`src/rtl/rtype_multi_cycle.sv`:
```
// Multi-cycle RV32/RV64 R-type core: FETCH -> DECODE -> EXEC -> WB, four cycles per instruction.
// Any non-R-type or unsupported encoding parks the core in HALT until reset.
module rtype_multi_cycle #(
  parameter int XLEN  = 32,
  parameter int NREGS = 32,
  parameter int PC_W  = 8
) (
  input  logic            clock,
  input  logic            reset,
  output logic [PC_W-1:0] imem_addr,
  input  logic [31:0]     imem_rdata,
  output logic [31:0]     instruction,
  output logic [XLEN-1:0] ALU_result,
  output logic            zero,
  output logic [2:0]      state,
  output logic            retired,
  output logic [31:0]     retire_count,
  output logic            halted
);

  localparam int SHW = $clog2(XLEN);
  localparam int RIDX_W = $clog2(NREGS);
  localparam logic [5:0] NREGS_L = 6'(NREGS);
  localparam logic [6:0] OPC_RTYPE = 7'b0110011;

  typedef enum logic [2:0] {
    S_FETCH  = 3'd0,
    S_DECODE = 3'd1,
    S_EXEC   = 3'd2,
    S_WB     = 3'd3,
    S_HALT   = 3'd4
  } state_t;

  typedef enum logic [3:0] {
    OP_ADD, OP_SUB, OP_SLL, OP_SLT, OP_SLTU,
    OP_XOR, OP_SRL, OP_SRA, OP_OR, OP_AND, OP_ILLEGAL
  } alu_op_t;

  state_t            r_state;
  state_t            w_next_state;
  logic [PC_W-1:0]   r_pc;
  logic [31:0]       r_ir;
  logic [XLEN-1:0]   r_a;
  logic [XLEN-1:0]   r_b;
  logic [XLEN-1:0]   r_alu;
  logic              r_zero;
  logic [31:0]       r_retire_count;
  logic [XLEN-1:0]   r_regs [NREGS];

  logic [6:0]        w_opcode;
  logic [4:0]        w_rd;
  logic [4:0]        w_rs1;
  logic [4:0]        w_rs2;
  logic [2:0]        w_funct3;
  logic [6:0]        w_funct7;
  logic [RIDX_W-1:0] w_rd_idx;
  logic [RIDX_W-1:0] w_rs1_idx;
  logic [RIDX_W-1:0] w_rs2_idx;
  logic              w_idx_ok;
  logic              w_legal;
  alu_op_t           w_alu_op;
  logic [SHW-1:0]    w_shamt;
  logic [XLEN-1:0]   w_alu;
  logic [XLEN-1:0]   w_rs1_val;
  logic [XLEN-1:0]   w_rs2_val;

  // IR stays stable from DECODE through WB, so all fields decode straight from it.
  assign w_opcode  = r_ir[6:0];
  assign w_rd      = r_ir[11:7];
  assign w_funct3  = r_ir[14:12];
  assign w_rs1     = r_ir[19:15];
  assign w_rs2     = r_ir[24:20];
  assign w_funct7  = r_ir[31:25];
  assign w_rd_idx  = w_rd[RIDX_W-1:0];
  assign w_rs1_idx = w_rs1[RIDX_W-1:0];
  assign w_rs2_idx = w_rs2[RIDX_W-1:0];
  assign w_shamt   = r_b[SHW-1:0];

  assign w_idx_ok  = ({1'b0, w_rs1} < NREGS_L) && ({1'b0, w_rs2} < NREGS_L) &&
                     ({1'b0, w_rd} < NREGS_L);
  assign w_legal   = (w_opcode == OPC_RTYPE) && (w_alu_op != OP_ILLEGAL) && w_idx_ok;

  assign w_rs1_val = (w_rs1 == 5'd0) ? '0 : r_regs[w_rs1_idx];
  assign w_rs2_val = (w_rs2 == 5'd0) ? '0 : r_regs[w_rs2_idx];

  // NOTE: every signal written in always_comb gets a default first, so no path can infer a latch.
  always_comb begin
    w_alu_op = OP_ILLEGAL;
    case ({w_funct7, w_funct3})
      {7'h00, 3'b000}: w_alu_op = OP_ADD;
      {7'h20, 3'b000}: w_alu_op = OP_SUB;
      {7'h00, 3'b001}: w_alu_op = OP_SLL;
      {7'h00, 3'b010}: w_alu_op = OP_SLT;
      {7'h00, 3'b011}: w_alu_op = OP_SLTU;
      {7'h00, 3'b100}: w_alu_op = OP_XOR;
      {7'h00, 3'b101}: w_alu_op = OP_SRL;
      {7'h20, 3'b101}: w_alu_op = OP_SRA;
      {7'h00, 3'b110}: w_alu_op = OP_OR;
      {7'h00, 3'b111}: w_alu_op = OP_AND;
      default:         w_alu_op = OP_ILLEGAL;
    endcase
  end

  always_comb begin
    w_alu = '0;
    case (w_alu_op)
      OP_ADD:  w_alu = r_a + r_b;
      OP_SUB:  w_alu = r_a - r_b;
      OP_SLL:  w_alu = r_a << w_shamt;
      OP_SLT:  w_alu = XLEN'($signed(r_a) < $signed(r_b));
      OP_SLTU: w_alu = XLEN'(r_a < r_b);
      OP_XOR:  w_alu = r_a ^ r_b;
      OP_SRL:  w_alu = r_a >> w_shamt;
      OP_SRA:  w_alu = $signed(r_a) >>> w_shamt;
      OP_OR:   w_alu = r_a | r_b;
      OP_AND:  w_alu = r_a & r_b;
      default: w_alu = '0;
    endcase
  end

  // NOTE: sequential state uses non-blocking assignments so every register samples pre-edge values.
  always_ff @(posedge clock) begin
    if (reset) r_state <= S_FETCH;
    else       r_state <= w_next_state;
  end

  always_comb begin
    w_next_state = r_state;
    case (r_state)
      S_FETCH:  w_next_state = S_DECODE;
      S_DECODE: w_next_state = w_legal ? S_EXEC : S_HALT;
      S_EXEC:   w_next_state = S_WB;
      S_WB:     w_next_state = S_FETCH;
      S_HALT:   w_next_state = S_HALT;
      default:  w_next_state = S_FETCH;
    endcase
  end

  always_comb begin
    retired = (r_state == S_WB);
    halted  = (r_state == S_HALT);
    state   = r_state;
  end

  // NOTE: the register file is reset deliberately -- x[i] must power up holding i -- so it cannot map to a reset-less RAM.
  always_ff @(posedge clock) begin
    if (reset) begin
      r_pc           <= '0;
      r_ir           <= '0;
      r_a            <= '0;
      r_b            <= '0;
      r_alu          <= '0;
      r_zero         <= 1'b0;
      r_retire_count <= '0;
      for (int i = 0; i < NREGS; i++) r_regs[i] <= XLEN'(i);
    end else begin
      case (r_state)
        S_FETCH:  r_ir <= imem_rdata;
        S_DECODE: begin
          r_a <= w_rs1_val;
          r_b <= w_rs2_val;
        end
        S_EXEC: begin
          r_alu  <= w_alu;
          r_zero <= (w_alu == '0);
        end
        S_WB: begin
          if (w_rd != 5'd0) r_regs[w_rd_idx] <= r_alu;
          r_pc           <= r_pc + PC_W'(4);
          r_retire_count <= r_retire_count + 32'd1;
        end
        default: ;
      endcase
    end
  end

  assign imem_addr    = r_pc;
  assign instruction  = r_ir;
  assign ALU_result   = r_alu;
  assign zero         = r_zero;
  assign retire_count = r_retire_count;

endmodule

```
`config.mk`:
```
export PLATFORM = sky130hd
export DESIGN_NAME = rtype_multi_cycle
export DESIGN_NICKNAME = d
export VERILOG_FILES = /design/src/rtl/rtype_multi_cycle.sv
export SDC_FILE = /design/constraint.sdc
export NUM_CORES = 2
export LEC_CHECK = 0
export ABC_AREA = 1
export CORE_MARGIN = 2
export CORE_UTILIZATION = 40
export DETAILED_ROUTE_END_ITERATION = 16
export PLACE_DENSITY = 0.62
export SETUP_SLACK_MARGIN = 0.5
export SYNTH_ARGS = -nofsm -noshare
export SYNTH_HDL_FRONTEND = slang
export SYNTH_SLANG_ARGS = --single-unit
export TNS_END_PERCENT = 20
```
`constraint.sdc`:
```
create_clock -name clock -period 3.52 [get_ports clock]
set_input_delay 0.704 -clock clock [delete_from_list [all_inputs] [get_ports clock]]
set_output_delay 0.704 -clock clock [all_outputs]
set_load 0.02 [all_outputs]
```
==> run summary <==
Buf/Inv on CP - 2
final setup fails - 0
critical setup path kind - register to register
detailed route wirelength on metal2 - 143000 microns
cell-by-cell listing of the critical path - buf_4 -> ha_4 -> fa_2 -> nand3_1 -> nand2_2 -> nand2_4 -> nand2_4 -> nand2_2 -> nand2_4 -> buf_4 -> nand2_1 -> a21oi_1 -> nor2_2 -> nand4_1 -> nor2_4 -> nand2_1 -> nor2_1 -> nand2_1 -> nor2_1 -> nand2_1 -> a21oi_1
Top cell by count, worst path - sky130_fd_sc_hd__nand2_1
final net count - 8741
startpoint types - register
maximum fanout along the worst path - 5
via-per-instance ratio - 6.31
die width - 424 microns
R2R cell count - 21
Max Buffers Root-to-Sink - 3
First DRT Iteration DRCs - 11000
Max H-tree Level - 4
sum of net half-perimeters after detailed placement - 227000 microns
height of the die - 424 microns
number of stages on the worst hold path - 3
floorplan die area - 0.180 sq mm
Post-Route Skew - 37.8 ps
Area contributors post-synth - sky130_fd_sc_hd__edfxtp_1, sky130_fd_sc_hd__nand2_1, sky130_fd_sc_hd__nor2_1
drt total wl - 337000 microns
number of flops mapped to enable cells by yosys - 1024
endpoint of the worst-slack reg-to-reg timing path - zero
outcome - complete, no violations
overall track demand over capacity in global routing - 36.2%
clock-pin slew on the worst setup and hold paths - 60 ps
time the final worst path needs with I/O delays and setup - 3140 ps
DP Cell Count - 10800
Max Transition Viols Final - 0
worst-case hold path end point - instruction[0]
power per cell area - 535 mW/mm^2
Tightest Pin Transition - 1500 ps
worst endpoint data arrival time - 3870 ps
Rows - 154
total placed instance area - 0.0771 sq mm
element type at the critical path end - register
gate count after technology mapping - 8512
Unique masters post-synth - 56
mean area per synthesized cell - 8.29 sq um
kind of cell with the highest combined delay on the critical path - simple AND/OR/NAND/NOR gates
CTS sink count - 1204
Root Driver - sky130_fd_sc_hd__clkbuf_16
Core ar. - 0.176 sq mm
uppermost routed layer - met5
worst rel slew slack - 0.0977%
global route overflow - 0
share of the synthesized area in the top cell type - 43.6%
total CTS buffers - 138
number of placed I/O pins - 144
maximum single-stage delay on the critical path - 350 ps
share of synthesized flip-flops with an asynchronous set or reset - 0%
classification of the worst-slack hold path - primary input to register
total of fill cells in the finished design - 16900
most frequent cell after synthesis - sky130_fd_sc_hd__nand2_1
number of vias after detailed routing - 69900
top cell types by occurrence after synthesis - sky130_fd_sc_hd__nand2_1, sky130_fd_sc_hd__nor2_1, sky130_fd_sc_hd__edfxtp_1, sky130_fd_sc_hd__nand3_1, sky130_fd_sc_hd__clkbuf_1
pin count of the biggest net entering global routing - 121
Hold WS - 470 ps
period utilization - 89.3%
most area-hungry cell type in the Yosys netlist - sky130_fd_sc_hd__edfxtp_1
unrepaired setup endpoints after global routing - yes
peak clock frequency supported by timing - 318 MHz
latest clock arrival within the worst-skew pair - 830 ps
Leak Pwr - 29.2 nW
max-cap check violation count - 0
weighted congestion at the end of routability-driven global placement - 1.05
non-filler cells, final - 11100
clock tree from TritonCTS - done
Required @ worst endpoint - 4250 ps
via count of the first global-routing pass - 64700
number of port buffers - 141
M1 wire length - 132000 microns
hold-fix buffer count after cts - 0
worst reg2reg path startpoint - r_b[0]
P&R area growth vs syn - 16.9%
per-cell routed wire length - 30.4 microns
antenna violations before repair - 16
flip-flop and latch count after synthesis - 1204
slowest stage cell, crit path - sky130_fd_sc_hd__fa_2
Residual DRC - 0
Peak supply drop - 0.000511 V
Antenna Violating Nets Remaining - 0
iteration count of the initial detailed-routing pass - 8
Synthesis Warnings - 0
starting density of the core - 40.2%
fraction of layout cells with a size suffix above 1 - 11.3%
Hold Path Origin - imem_rdata[0]
wire length of the first global-routing pass - 470000 microns
Met3 Wirelength - 41200 microns
hold violation count in the final report - 0
post-route standard cell area excluding fillers - 0.0825 sq mm
sequential area share after synthesis - 48.7%
Main synth FF type - sky130_fd_sc_hd__edfxtp_1
area of the mapped netlist - 0.0706 sq mm
worst reg2reg setup slack - 380 ps
where the power goes:
group	switching, mW	internal (mW)	total [mW]	leakage (nW)
combinational	9.16	3.86	13.0	15.2
clock	6.49	8.19	14.7	2.20
sequential	0.447	16.0	16.4	11.7
timing repair:
item,4_1_cts,5_1_grt
endpoints found under the setup margin,95,509
resized for setup,69,128
pin swaps,5,16
setup buffers,2,7
cloned,1,2
worst reg2reg max path: cells and delay by family, from the launching register on:
| family | cells | cell delay [ps] |
|---|---|---|
| AOI/OAI and AO/OA | 2 | 220 |
| and+or+nand+nor | 15 | 1680 |
| DFF | 1 | 320 |
| buffers and inverters | 2 | 300 |
| adders and majority gates | 2 | 540 |
logic make-up after synthesis:
kind of cell	share of synthesized area [%]
fa+ha+maj	1.87
other cells	0.00531
compound gates	16.0
flops	48.7
simple gates	23.1
mux	3.63
xor+xnor	0.211
buf+inv	6.50
flip-flops by register name, summed over array words and instances, names as in the netlist, named ones only:
| signal | flops |
|---|---|
| r_regs | 1024 |
| ALU_result | 32 |
| instruction | 32 |
| r_a | 32 |
| r_b | 32 |
| retire_count | 32 |
| imem_addr | 6 |
| state | 3 |
| zero | 1 |
how the worst max path moves through the flow:
stage                        from            end  depth (start not counted)
after floorplan             reset  r_regs[31][0]                          9
after global placement     r_b[0]           zero                         21
after detailed placement   r_b[0]           zero                         21
after CTS                 r_b[18]           zero                         18
after global routing       r_b[0]           zero                         21
final                      r_b[0]           zero                         21
cell type report:
cell class	instances	area, sq um	share of cell area [%]
sequential	1204	34400	41.7
timing repair buffer	667	6460	7.83
clock inverter	67	723	0.876
multi-input combinational	6157	32500	39.4
clock buffer	186	3790	4.59
antenna	13	32.5	0.0394
tap	2340	2930	3.55
inverter	435	1660	2.01
cells in the final DEF (no fill, tap or decap), drive strengths merged, types with 13 or more instances in the layout:
master | netlist | final
nand3 | 632 | 632
mux2i | 256 | 256
clkdlybuf4s50 | 0 | 140
a21oi | 461 | 461
nand4 | 41 | 41
conb | 1 | 34
nor3 | 37 | 37
buf | 128 | 524
diode | 0 | 13
ha | 102 | 102
o211ai | 291 | 291
xor2 | 15 | 15
dfxtp | 180 | 180
edfxtp | 1024 | 1024
clkinv | 7 | 60
clkbuf | 621 | 188
o221ai | 257 | 257
o21ai | 405 | 405
inv | 428 | 431
a32oi | 257 | 257
nor2 | 1576 | 1576
nand2 | 1714 | 1714
metrics by stage:
stage | util [%] | setup TNS, ps | setup slack, ps | total power, mW
2_1_floorplan | - | 0 | 406 | 23.4
3_3_place_gp | 43.9 | -384 | -290 | 28.8
3_5_place_dp | 43.9 | -397 | -298 | 28.8
4_1_cts | 46.6 | 0 | 414 | 43.4
5_1_grt | 47.0 | 0 | 294 | 45.4
6_report | 47.0 | 0 | 376 | 44.1
metal layers:
| metal | track usage (%) | up-vias |
|---|---|---|
| met3 | 8.65 | 856 |
| met2 | 53.7 | 4925 |
| met4 | 19.1 | 6 |
| li1 | - | 30000 |
| met5 | 0 | - |
| met1 | 48.9 | 34100 |
Power figures use the tool's default switching activity.
